==> src/rtl/fft_butterfly_stage_if.sv <==
// Butterfly stage stream bundle: operand pair in, sum/diff pair out, valid/ready on both sides.
// The master drives operands and out_ready; the slave is the butterfly stage.
interface fft_butterfly_stage_if;
  logic [31:0] in_a;
  logic [31:0] in_b;
  logic        in_valid;
  logic        in_ready;
  logic [31:0] out_sum;
  logic [31:0] out_diff;
  logic        out_valid;
  logic        out_ready;
  logic        out_last;

  modport master (
    output in_a, in_b, in_valid, out_ready,
    input  in_ready, out_sum, out_diff, out_valid, out_last
  );

  modport slave (
    input  in_a, in_b, in_valid, out_ready,
    output in_ready, out_sum, out_diff, out_valid, out_last
  );
endinterface

==> src/rtl/fft_butterfly_stage.sv <==
// Radix-2 butterfly A+B / A-B, 2-cycle latency, saturating to 16 bits (halving instead with BUTTERFLY_SCALE_EN).
// Backpressure: both stages hold while the output is stalled; in_ready = !s2_vld || out_ready.
module fft_butterfly_stage #(
  parameter int N_PAIRS = 4
) (
  input  logic                 clk,
  input  logic                 rst,
  fft_butterfly_stage_if.slave bfly,
  output logic                 sat_flag
);

  localparam int CW = (N_PAIRS > 1) ? $clog2(N_PAIRS) : 1;

  typedef struct packed {
    logic signed [15:0] re;
    logic signed [15:0] im;
  } cplx_t;

  typedef struct packed {
    logic signed [16:0] sum_re;
    logic signed [16:0] sum_im;
    logic signed [16:0] dif_re;
    logic signed [16:0] dif_im;
  } wide_t;

  cplx_t   op_a;
  cplx_t   op_b;
  wide_t   s1_nxt;
  wide_t   s1_dat;
  logic    s1_vld;
  cplx_t   s2_sum_nxt;
  cplx_t   s2_dif_nxt;
  cplx_t   s2_sum;
  cplx_t   s2_dif;
  logic    s2_vld;
  logic    s1_clip;
  logic    en;
  logic    out_xfer;
  logic    last;
  logic [CW-1:0] cnt;

`ifdef BUTTERFLY_SCALE_EN
  // Halving keeps every 17-bit result in range, so nothing can clip.
  function automatic logic [15:0] reduce(input logic signed [16:0] v);
    reduce = v[16:1];
  endfunction

  function automatic logic clips(input logic signed [16:0] v);
    clips = 1'b0 & v[0];
  endfunction
`else
  // Overflow of the 16-bit range shows as disagreement of the top two bits.
  function automatic logic [15:0] reduce(input logic signed [16:0] v);
    if (v[16] != v[15]) begin
      reduce = v[16] ? 16'h8000 : 16'h7FFF;
    end else begin
      reduce = v[15:0];
    end
  endfunction

  function automatic logic clips(input logic signed [16:0] v);
    clips = v[16] ^ v[15];
  endfunction
`endif

  assign op_a = bfly.in_a;
  assign op_b = bfly.in_b;

  assign en            = !s2_vld || bfly.out_ready;
  assign bfly.in_ready = en;
  assign out_xfer      = s2_vld && bfly.out_ready;

  always_comb begin
    s1_nxt        = '0;
    s1_nxt.sum_re = {op_a.re[15], op_a.re} + {op_b.re[15], op_b.re};
    s1_nxt.sum_im = {op_a.im[15], op_a.im} + {op_b.im[15], op_b.im};
    s1_nxt.dif_re = {op_a.re[15], op_a.re} - {op_b.re[15], op_b.re};
    s1_nxt.dif_im = {op_a.im[15], op_a.im} - {op_b.im[15], op_b.im};
  end

  always_comb begin
    s2_sum_nxt    = '0;
    s2_dif_nxt    = '0;
    s2_sum_nxt.re = reduce(s1_dat.sum_re);
    s2_sum_nxt.im = reduce(s1_dat.sum_im);
    s2_dif_nxt.re = reduce(s1_dat.dif_re);
    s2_dif_nxt.im = reduce(s1_dat.dif_im);
    s1_clip       = clips(s1_dat.sum_re) | clips(s1_dat.sum_im) |
                    clips(s1_dat.dif_re) | clips(s1_dat.dif_im);
  end

  // Stage 1: full-precision sums; data only captured for valid pairs.
  always_ff @(posedge clk) begin
    if (rst) begin
      s1_vld <= 1'b0;
      s1_dat <= '0;
    end else if (en) begin
      s1_vld <= bfly.in_valid;
      if (bfly.in_valid) begin
        s1_dat <= s1_nxt;
      end
    end
  end

  // Stage 2: reduced results that drive the outputs.
  always_ff @(posedge clk) begin
    if (rst) begin
      s2_vld <= 1'b0;
      s2_sum <= '0;
      s2_dif <= '0;
    end else if (en) begin
      s2_vld <= s1_vld;
      if (s1_vld) begin
        s2_sum <= s2_sum_nxt;
        s2_dif <= s2_dif_nxt;
      end
    end
  end

  always_ff @(posedge clk) begin
    if (rst) begin
      sat_flag <= 1'b0;
    end else if (en && s1_vld && s1_clip) begin
      sat_flag <= 1'b1;
    end
  end

  assign last = s2_vld && (cnt == CW'(N_PAIRS - 1));

  // Frame position advances only on accepted outputs, so a stalled last pair keeps out_last.
  always_ff @(posedge clk) begin
    if (rst) begin
      cnt <= '0;
    end else if (out_xfer) begin
      cnt <= last ? '0 : cnt + CW'(1);
    end
  end

  assign bfly.out_sum   = s2_sum;
  assign bfly.out_diff  = s2_dif;
  assign bfly.out_valid = s2_vld;
  assign bfly.out_last  = last;

endmodule

==> src/flat_wrapper.sv <==
// flat-port wrapper written by rule: the top's interface ports become plain ports
module fft_butterfly_stage_flat 
#(
  parameter int N_PAIRS = 4
)
  (clk, rst, sat_flag, bfly_in_a, bfly_in_b, bfly_in_valid, bfly_out_ready, bfly_in_ready, bfly_out_sum, bfly_out_diff, bfly_out_valid, bfly_out_last);
  fft_butterfly_stage_if bfly_i ();
  input  logic clk;
  input  logic rst;
  output logic sat_flag;
  input wire logic [$bits(bfly_i.in_a)-1:0] bfly_in_a;
  input wire logic [$bits(bfly_i.in_b)-1:0] bfly_in_b;
  input wire logic [$bits(bfly_i.in_valid)-1:0] bfly_in_valid;
  input wire logic [$bits(bfly_i.out_ready)-1:0] bfly_out_ready;
  output wire logic [$bits(bfly_i.in_ready)-1:0] bfly_in_ready;
  output wire logic [$bits(bfly_i.out_sum)-1:0] bfly_out_sum;
  output wire logic [$bits(bfly_i.out_diff)-1:0] bfly_out_diff;
  output wire logic [$bits(bfly_i.out_valid)-1:0] bfly_out_valid;
  output wire logic [$bits(bfly_i.out_last)-1:0] bfly_out_last;
  assign bfly_i.in_a = bfly_in_a;
  assign bfly_i.in_b = bfly_in_b;
  assign bfly_i.in_valid = bfly_in_valid;
  assign bfly_i.out_ready = bfly_out_ready;
  assign bfly_in_ready = bfly_i.in_ready;
  assign bfly_out_sum = bfly_i.out_sum;
  assign bfly_out_diff = bfly_i.out_diff;
  assign bfly_out_valid = bfly_i.out_valid;
  assign bfly_out_last = bfly_i.out_last;
  fft_butterfly_stage #(.N_PAIRS(N_PAIRS)) u_core (.clk(clk), .rst(rst), .bfly(bfly_i), .sat_flag(sat_flag));
endmodule
==> config.mk <==
export PLATFORM = sky130hd
export DESIGN_NAME = fft_butterfly_stage_flat
export DESIGN_NICKNAME = d
export VERILOG_FILES = /design/src/rtl/fft_butterfly_stage_if.sv /design/src/rtl/fft_butterfly_stage.sv /design/src/flat_wrapper.sv
export SDC_FILE = /design/constraint.sdc
export NUM_CORES = 1
export LEC_CHECK = 0
export ABC_AREA = 0
export BUFFER_PORTS_ARGS = -buffer_cell sky130_fd_sc_hd__buf_4
export CAP_MARGIN = 5
export CORE_AREA = 2 2 120 122
export CTS_CLUSTER_DIAMETER = 120
export DETAILED_ROUTE_END_ITERATION = 10
export DIE_AREA = 0 0 122 124
export HOLD_SLACK_MARGIN = 0.03
export PLACE_DENSITY = 0.8
export REMOVE_ABC_BUFFERS = 1
export SETUP_SLACK_MARGIN = 0.1
export SYNTH_ARGS = -nofsm -noshare
export SYNTH_HDL_FRONTEND = slang
export SYNTH_SLANG_ARGS = --single-unit
export TNS_END_PERCENT = 20
==> constraint.sdc <==
create_clock -name clk -period 3.8 [get_ports clk]
set_clock_uncertainty 0.1 [all_clocks]
set_input_delay 0.38 -clock clk [delete_from_list [all_inputs] [get_ports clk]]
set_output_delay 0.38 -clock clk [all_outputs]
set_load 0.02 [all_outputs]
==> flow_metrics.tcl, run 1 <==
set metrics [dict create \
    status "finished, final reports clean" \
    finalSetupViolations 0 \
    setup.worst_path.start_class "primary input" \
    synth.largest_area_cell "dfxtp_1" \
    fin_crit_sh 0.644 \
    io_pins 136 \
    ir_drop_mv 0.319 \
    critPathMaxFanout 3 \
    maxCapViolCount 0 \
    clk_pin_slew_ps 60 \
    slew_headroom 0.363 \
    cpPeakStageDelay_ps 380 \
    first_pass_iters 5 \
    clk_path_buf_depth 2 \
    fin_setup_tns_ps 0 \
    layout.cells.non_filler 1326 \
    rsz0062_at_grt "false" \
    crit_chain "buf_4 > ha_1 > fa_1 > and2b_1 > o2111ai_1 > a31oi_1 > o221ai_1 > or3_1 > a32o_1" \
    layout-drive-gt1-share 0.173 \
    syn_avg_cell_area_um2 7.85 \
    port_buffers 135 \
    diodes 0 \
    fp.dieH_um 124 \
    grt_pass1_vias 7172 \
    grt_usage 0.292 \
    p_per_area_nw_per_um2 445 \
    ys_seq_elements 135 \
    hold_viol 0 \
    syn_area_um2 8190 \
    stdcell_area_um2 9780 \
    cp.depth 9 \
    cts-htree-levels 4 \
    synth.area.top_cells "dfxtp_1 (33%), ha_1 (11%), a211oi_1 (6.8%)" \
    fin_crit_ps 2450 \
    synth_enable_flop_cells 0 \
    synth_cell_types 75 \
    ant_nets 0 \
    end_kind "flip-flop" \
    crit_buf_inv 1 \
    synth_top_area_frac 0.330 \
    post-route-drc-count 0 \
    cts.repair.resized 0 \
    ys_seq_area_frac 0.330 \
    die_width_um 122 \
    cpMaxStageDelayCell "fa_1" \
    syn_to_final_growth_pct 19.5 \
    cts-buffers-inserted 17 \
    r2r_cells 5 \
    hold_depth 3 \
    dieArea_um2 15100 \
    arrival_ps 2670 \
    post_dp_cell_area_um2 9220 \
    vias_per_cell 5.99 \
    wl_um 21800 \
    row_count 43 \
    start_util 0.597 \
    grt_pass1_wl_um 35000 \
    cts-root-buf "clkbuf_16" \
    cp_data_required_time_ps 4020 \
    ys_warn_count 0 \
    tightest_slew_ps 952 \
    core_area_um2 13700 \
    vias 7942 \
    post_cts_buffers 0 \
    final_nets 1278 \
    drt_iter0_drc 630 \
    dp.cells 1294 \
    overflow 0 \
    antenna_found_initial 0 \
    clk_latency_ps 430 \
    max_freq_mhz 409 \
    whs_ps 145 \
    synth_flop_cell "dfxtp_1" \
    gp_congestion 0.911 \
    wl_per_cell_um 16.4 \
    async_flop_share 0 \
    p_leak_nw 4.24 \
    crit_family "compound AO/OA/AOI/OAI gates" \
    cts.sinks 135 \
    slew_viol_final 0 \
    cts_hold_buf 0 \
    hold_class "primary input to flip-flop" \
    grt_max_degree 57 \
    dp_hpwl_um 15500 \
    worstSetupPathType "primary input to flip-flop" \
    syn-instance-count 1043 \
    cts_tree "built" \
]
-- through the flow --
stage               total power, mW   util  worst slack [ps]
finish                         4.35  0.713              1350
global route                   4.55  0.713              1140
CTS                            4.34  0.713              1370
detailed placement             2.78  0.672               922
global placement               2.76  0.672               964
floorplan                      2.38      -               759
-- state kept, by name, indices dropped and copies added, names as in the netlist --
name	cells
u_core.s1_dat	66
u_core.bfly.out_diff	32
u_core.bfly.out_sum	32
u_core.cnt	2
u_core.bfly.out_valid	1
u_core.s1_vld	1
u_core.sat_flag	1
-- power by group --
group          internal (mW)  switching (mW)
Clock                  0.919           0.655
Sequential              1.55          0.0822
Combinational          0.451           0.696
-- cell families (layout without fill, tap and decap cells) --
| family | after synthesis | after routing | synth area share |
|---|---|---|---|
| fa+ha+maj | 77 | 77 | 0.121 |
| compound gates | 270 | 270 | 0.223 |
| mux | 1 | 1 | 0.00122 |
| buf+inv | 146 | 249 | 0.0700 |
| flops | 135 | 135 | 0.330 |
| simple gates | 381 | 381 | 0.219 |
| xor+xnor | 33 | 33 | 0.0353 |
-- worst min-delay path, stage by stage --
cell	delay, ps
buf_4	120
nand3_1	70
a21oi_1	50
-- routing by layer --
layer | global-route usage | part of all wire
met1 | 0.380 | 0.44
met2 | 0.479 | 0.47
met3 | 0.0609 | 0.065
met4 | 0.109 | 0.024
met5 | 0 | 0
-- layout by cell type (no fill, tap or decap), types with 16 or more instances in the layout --
cell	count
nand3_1	29
a211oi_1	74
clkbuf_16	17
xnor2_1	27
ha_1	73
a21oi_1	83
nor3_1	77
o21ai_0	26
inv_1	64
dfxtp_1	135
nor2_1	126
nand2_1	75
buf_4	149
nand2b_1	16
-- synth_stat cells, types with 3 or more instances --
cell type	n
nand3_1	29
nor3_1	77
a31oi_1	8
xnor2_1	27
or4_1	7
a21oi_1	83
xor2_1	6
o31ai_1	8
nor2_1	126
ha_1	73
nand4_1	6
fa_1	4
inv_1	64
o21ai_1	10
a41oi_1	3
nor2b_1	10
nor4_1	5
buf_2	11
clkbuf_1	51
nand2b_1	16
o21ai_0	26
buf_1	14
dfxtp_1	135
a21o_1	9
and2_1	5
a211oi_1	74
o21bai_1	4
o211ai_1	7
or3_1	6
nor4b_1	4
nand2_1	76
-- path summary, 6_finish.rpt --
check / startpoint / end / slack [ps]
min reg2reg: u_core.s1_dat[22]$_SDFFE_PP0P_ / u_core.s1_dat[22]$_SDFFE_PP0P_ / 350
min: bfly_out_ready / u_core.cnt[1]$_SDFFE_PP0P_ / 140
max reg2reg: u_core.bfly.out_valid$_SDFFE_PP0N_ / u_core.s1_dat[24]$_SDFFE_PP0P_ / 1500
max: bfly_in_b[16] / u_core.s1_dat[33]$_SDFFE_PP0P_ / 1350
-- layout make-up --
class / count / area (µm²)
Clock buffer: 18 / 439
Clock inverter: 14 / 126
Fill cell: 1150 / 3940
Inverter: 68 / 255
Multi-Input combinational cell: 762 / 4920
Sequential cell: 135 / 2700
Tap cell: 180 / 225
Timing Repair Buffer: 149 / 1120
Power figures use the tool's default switching activity.
==> run 2, diff against run 1 <==
--- a/config.mk
+++ b/config.mk
@@ -5,15 +5,15 @@
 export SDC_FILE = /design/constraint.sdc
 export NUM_CORES = 1
 export LEC_CHECK = 0
-export ABC_AREA = 0
+export ABC_AREA = 1
 export BUFFER_PORTS_ARGS = -buffer_cell sky130_fd_sc_hd__buf_4
 export CAP_MARGIN = 5
-export CORE_AREA = 2 2 120 122
+export CORE_AREA = 2 2 135 137
 export CTS_CLUSTER_DIAMETER = 120
 export DETAILED_ROUTE_END_ITERATION = 10
-export DIE_AREA = 0 0 122 124
+export DIE_AREA = 0 0 137 139
 export HOLD_SLACK_MARGIN = 0.03
-export PLACE_DENSITY = 0.8
+export PLACE_DENSITY = 0.74
 export REMOVE_ABC_BUFFERS = 1
 export SETUP_SLACK_MARGIN = 0.1
 export SYNTH_ARGS = -nofsm -noshare
==> constraint.sdc (replaced) <==
create_clock -name clk -period 2 [get_ports clk]
set_clock_uncertainty 0.1 [all_clocks]
set_input_delay 0.2 -clock clk [delete_from_list [all_inputs] [get_ports clk]]
set_output_delay 0.2 -clock clk [all_outputs]
set_load 0.02 [all_outputs]
==> run 2 against run 1 <==
Compared with the run above:
- area after synthesis is 12% higher
- worst hold slack worse by 61 ps
- global-route usage is 1.4 points lower
- utilization is 8.7 points lower
- largest power group unchanged
==> flow_metrics.tcl, run 2 <==
set metrics [dict create \
    syn_to_final_growth_pct 20.8 \
    synth_flop_cell "dfxtp_1" \
    ys_seq_area_frac 0.295 \
    io_pins 136 \
    combinationalPowerShare 0.286 \
    worstSetupPathType "primary input to flip-flop" \
    pre_cts_ws_ps -20.0 \
    wl_per_cell_um 14.3 \
    p_int_mw 5.60 \
    cts_tree "built" \
    rsz0062_at_grt "false" \
    grt_pass1_vias 8449 \
    fillers 1702 \
    top_register "u_core.s1_dat" \
    yosys.area_share.simple 0.294 \
    core_area_um2 17700 \
    synth_top_area_frac 0.295 \
    tightest_slew_ps 498 \
    row_count 49 \
    p_per_area_nw_per_um2 778 \
    status "finished, final reports clean" \
    r2r_start "u_core.bfly.out_valid$_SDFFE_PP0N_" \
    first_pass_iters 5 \
    cts.repair.resized 0 \
    synth.area.top_cells "dfxtp_1 (30%), nand2_1 (16%), ha_1 (10%)" \
    multiInputGateArea_um2 5180 \
    syn_avg_cell_area_um2 6.34 \
    cts-root-buf "clkbuf_16" \
    ys_warn_count 0 \
    switchingPower_mw 3.00 \
    cts-buffers-inserted 17 \
    post-route-drc-count 0 \
    slew_viol_final 0 \
    layout-drive-gt1-share 0.147 \
    maxCapViolCount 0 \
    arrival_ps 1970 \
    p_leak_nw 6.13 \
    ant_nets 0 \
    async_flop_share 0 \
    start_util 0.518 \
    final_cell_mix "nand2_1 (390), inv_1 (233), buf_4 (180)" \
    final_nets 1718 \
    cts-htree-levels 4 \
    ir_drop_mv 0.652 \
    fp.dieH_um 139 \
    post_cts_buffers 0 \
    antenna_found_initial 0 \
    fin_crit_sh 0.871 \
    grt_pass1_wl_um 42100 \
    syn-instance-count 1444 \
    power_frac_seq 0.358 \
    r2r_cells 11 \
    grt_max_degree 53 \
    whs_ps 83.7 \
    dp.cells 1779 \
    dieArea_um2 19000 \
    overflow 0 \
    regArea_um2 2700 \
    hold_viol 0 \
    switching_share 0.349 \
    hold_depth 3 \
    finalSetupViolations 0 \
    max_freq_mhz 574 \
    drt_iter0_drc 672 \
    end_kind "flip-flop" \
    synth_top_family_by_area "simple AND/OR/NAND/NOR gates" \
    fin_crit_ps 1740 \
    crit_start "bfly_out_ready" \
    critPathMaxFanout 26 \
    finalPower_mw 8.60 \
    vias 9321 \
    ys_seq_elements 135 \
    hold_class "primary input to flip-flop" \
    ys_top_cells_by_count "nand2_1 (390), inv_1 (234), nor2_1 (150)" \
    cp_data_required_time_ps 2230 \
    grt_usage 0.277 \
    vias_per_cell 5.14 \
    gp_congestion 0.966 \
    synth_compound_area_frac 0.145 \
    rrSetupSlack_ps 290 \
    hp-start "bfly_in_b[17]" \
    port_buffers 135 \
    die_width_um 137 \
    synth_most_common_cell "nand2_1" \
    syn_area_um2 9150 \
    diodes 0 \
    layout.cells.non_filler 1815 \
    yosys-mux-area-fraction 0 \
    dp_hpwl_um 19900 \
    final_common_cell "nand2_1" \
    clk_path_buf_depth 2 \
    synthXorXnorAreaFrac 0.0191 \
    wl_um 26000 \
    cts.sinks 135 \
    slew_headroom 0.668 \
    synth_enable_flop_cells 0 \
    largest_reg_flops 66 \
    synth.largest_area_cell "dfxtp_1" \
    clk_pin_slew_ps 60 \
    holdPathEnd "u_core.s1_dat[18]$_SDFFE_PP0P_" \
    pwr-share-clk 0.356 \
    layout_setup_ws_ps 258 \
    synth_cell_types 34 \
    worstReg2RegEnd "u_core.s1_dat[10]$_SDFFE_PP0P_" \
    final_util 0.626 \
    setup.worst_path.start_class "primary input" \
    synthAdderAreaFrac 0.109 \
    clk_latency_ps 430 \
]
[run 2: layer usage]
layer	vias to the layer above	routed length [µm]	track usage
met5	-	0	0
met4	0	372	0.0667
met3	31	1740	0.0424
met2	291	11500	0.431
met1	4201	12400	0.402
li1	4798	-	-
[run 2: cell type report]
class,count,share of cell area
multi-input combinational,994,0.468
clock buffer,18,0.0397
timing repair buffer,185,0.128
sequential,135,0.244
clock inverter,14,0.0123
tap,229,0.0259
inverter,240,0.0819
[run 2: what timing repair did]
action,CTS,global route
endpoints found under the hold margin,6,0
hold buffers,4,0
endpoints found under the setup margin,0,0
[run 2: power groups by stage]
stage | Sequential [mW] | Combinational (mW) | Clock (mW)
after floorplan | 3.22 | 1.37 | 0
after global placement | 3.13 | 2.39 | 0
after detailed placement | 3.14 | 2.41 | 0
after CTS | 3.08 | 2.44 | 3.08
after global routing | 3.10 | 2.75 | 3.21
final | 3.08 | 2.46 | 3.06
[run 2: critical path, stage by stage]
cell and delay (ps):
dlygate4sd3_1 540, buf_4 150, nor2_4 170, inv_4 70, nand2_8 60, inv_4 130, buf_4 220, buf_4 150
nor2_1 90, nor2_1 50, nand2_1 80, inv_1 40
[run 2: worst max path at each step]
stage                                     end  slack [ps]
3_5_place_dp   u_core.s1_dat[33]$_SDFFE_PP0P_         -20
5_1_grt        u_core.s1_dat[46]$_SDFFE_PP0P_         160
2_1_floorplan    u_core.sat_flag$_SDFFE_PP0P_        -430
6_report       u_core.s1_dat[10]$_SDFFE_PP0P_         260
4_1_cts        u_core.s1_dat[48]$_SDFFE_PP0P_         270
3_3_place_gp   u_core.s1_dat[33]$_SDFFE_PP0P_           1
[run 2: metrics by stage]
stage,cell area (µm²),TNS (ps)
after floorplan,8790,-11540
after global placement,10400,0
after detailed placement,10400,-32.0
after CTS,11100,0
after global routing,11100,0
final,11100,0
[run 2: cell families after synthesis]
logic type / count (synthesis)
compound gates: 236
xor+xnor: 20
flops: 135
simple gates: 661
buf+inv: 315
fa+ha+maj: 77
==> run 3, diff against run 2 <==
--- a/config.mk
+++ b/config.mk
@@ -12,6 +12,7 @@
 export CTS_CLUSTER_DIAMETER = 120
 export DETAILED_ROUTE_END_ITERATION = 10
 export DIE_AREA = 0 0 137 139
+export GPL_TIMING_DRIVEN = 0
 export HOLD_SLACK_MARGIN = 0.03
 export PLACE_DENSITY = 0.74
 export REMOVE_ABC_BUFFERS = 1
==> run 3 against run 2 <==
Compared with the run above:
- combinational power down 4%
- die area is the same
- largest cell class unchanged
- wire length fell by 1.4%
- power up 7.0%
- fmax fell by 7.7%
==> flow_metrics.tcl, run 3 (synthesis gave the netlist of run 2 again) <==
set metrics [dict create \
    slew_viol_final 0 \
    cts-htree-levels 4 \
    layout-drive-gt1-share 0.130 \
    wl_per_cell_um 14.4 \
    io_pins 136 \
    max_freq_mhz 530 \
    r2r_start "u_core.s1_dat[32]$_SDFFE_PP0P_" \
    antenna_found_initial 0 \
    end_kind "flip-flop" \
    die_width_um 137 \
    p_leak_nw 6.04 \
    start_util 0.518 \
    gp_congestion 0.894 \
    final_cell_mix "nand2_1 (390), inv_1 (233), nor2_1 (150)" \
    overflow 0 \
    finalSetupViolations 0 \
    whs_ps 49.3 \
    cts_tree "built" \
    maxCapViolCount 0 \
    vias_per_cell 5.13 \
    drt_iter0_drc 682 \
    worstSetupPathType "flip-flop to flip-flop" \
    largest_reg_flops 66 \
    top_register "u_core.s1_dat" \
    tightest_slew_ps 768 \
    grt_max_degree 108 \
    row_count 49 \
    layout_setup_ws_ps 113 \
    post-route-drc-count 0 \
    cp_data_required_time_ps 2190 \
    vias 9142 \
    dp.cells 1736 \
    syn_to_final_growth_pct 20.4 \
    finalPower_mw 9.20 \
    core_area_um2 17700 \
    fin_crit_ps 1890 \
    pre_cts_ws_ps -286 \
    grt_pass1_wl_um 40000 \
    cts.sinks 135 \
    final_nets 1684 \
    ant_nets 0 \
    port_buffers 135 \
    dp_hpwl_um 17900 \
    crit_start "u_core.s1_dat[32]$_SDFFE_PP0P_" \
    hp-start "bfly_in_b[16]" \
    status "finished, final reports clean" \
    first_pass_iters 5 \
    grt_pass1_vias 8225 \
    ir_drop_mv 0.664 \
    hold_class "primary input to flip-flop" \
    arrival_ps 2080 \
    dieArea_um2 19000 \
    cts-root-buf "clkbuf_16" \
    fp.dieH_um 139 \
    diodes 0 \
    rsz0062_at_grt "true" \
    hold_viol 0 \
    wl_um 25600 \
    p_per_area_nw_per_um2 835 \
    fin_crit_sh 0.944 \
    critPathMaxFanout 17 \
    layout.cells.non_filler 1781 \
    clk_latency_ps 430 \
    clk_pin_slew_ps 60 \
    setup.worst_path.start_class "flip-flop" \
    final_common_cell "nand2_1" \
    cts-buffers-inserted 17 \
    grt_usage 0.261 \
    clk_path_buf_depth 2 \
    slew_headroom 0.488 \
]
## run 3: cell count changes in the layout (fill, tap and decap cells not counted), sizes merged
cell	before	now
inv	245	243
nor2	154	155
bufinv	1	7
clkinvlp	2	1
clkinv	6	4
nand2	391	392
buf	181	143
dlygate4sd3	4	5
## run 3: per-stage QoR
| step | area (µm²) | util | setup TNS, ps |
|---|---|---|---|
| global placement | 10100 | 0.571 | -67890 |
| detailed placement | 10200 | 0.575 | -9430 |
| floorplan | 8790 | - | -11540 |
| finish | 11000 | 0.624 | 0 |
| global route | 11000 | 0.624 | -5.93 |
| CTS | 10900 | 0.619 | 0 |
## run 3: final cells by class
class / count / area [µm²]
clock inverter: 14 / 269
multi-input combinational: 996 / 5200
clock buffer: 18 / 439
timing repair buffer: 148 / 1180
tap: 229 / 287
timing repair inverter: 1 / 11.3
inverter: 240 / 930
fill: 1717 / 6630
sequential: 135 / 2700
## run 3: what timing repair did
item,4_1_cts,5_1_grt
gates resized for setup,3,6
cloned,1,2
setup buffers,0,5
setup endpoints to repair,90,118
hold endpoints to repair,4,0
hold buffers,5,0
pin swaps,1,2
## run 3: worst paths after layout
path	end	slack (ps)	cells after the start
worst max-delay path	u_core.bfly.out_diff[24]$_SDFFE_PP0P_	110	4
worst min register to register	u_core.bfly.out_diff[8]$_SDFFE_PP0P_	370	2
worst min-delay path	u_core.s1_dat[17]$_SDFFE_PP0P_	50	3
worst max register to register	u_core.bfly.out_diff[24]$_SDFFE_PP0P_	110	4
## run 3: metal layers
metal	track usage	up-vias	share of wire
met1	0.369	4116	0.47
met2	0.412	269	0.45
li1	-	4727	-
met5	0	-	0
met3	0.0373	30	0.061
met4	0.0781	0	0.019
## run 3: power breakdown
group	internal (mW)	switching [mW]	leakage, nW	total, mW
Clock	2.51	1.25	0.343	3.76
Sequential	2.93	0.144	1.12	3.08
Combinational	0.829	1.53	4.58	2.36
## run 3: critical path, cell delays in order, from the launching register on
cell and delay (ps):
dfxtp_1 340, inv_1 70, ha_2 610, or2_2 470, a31oi_1 160
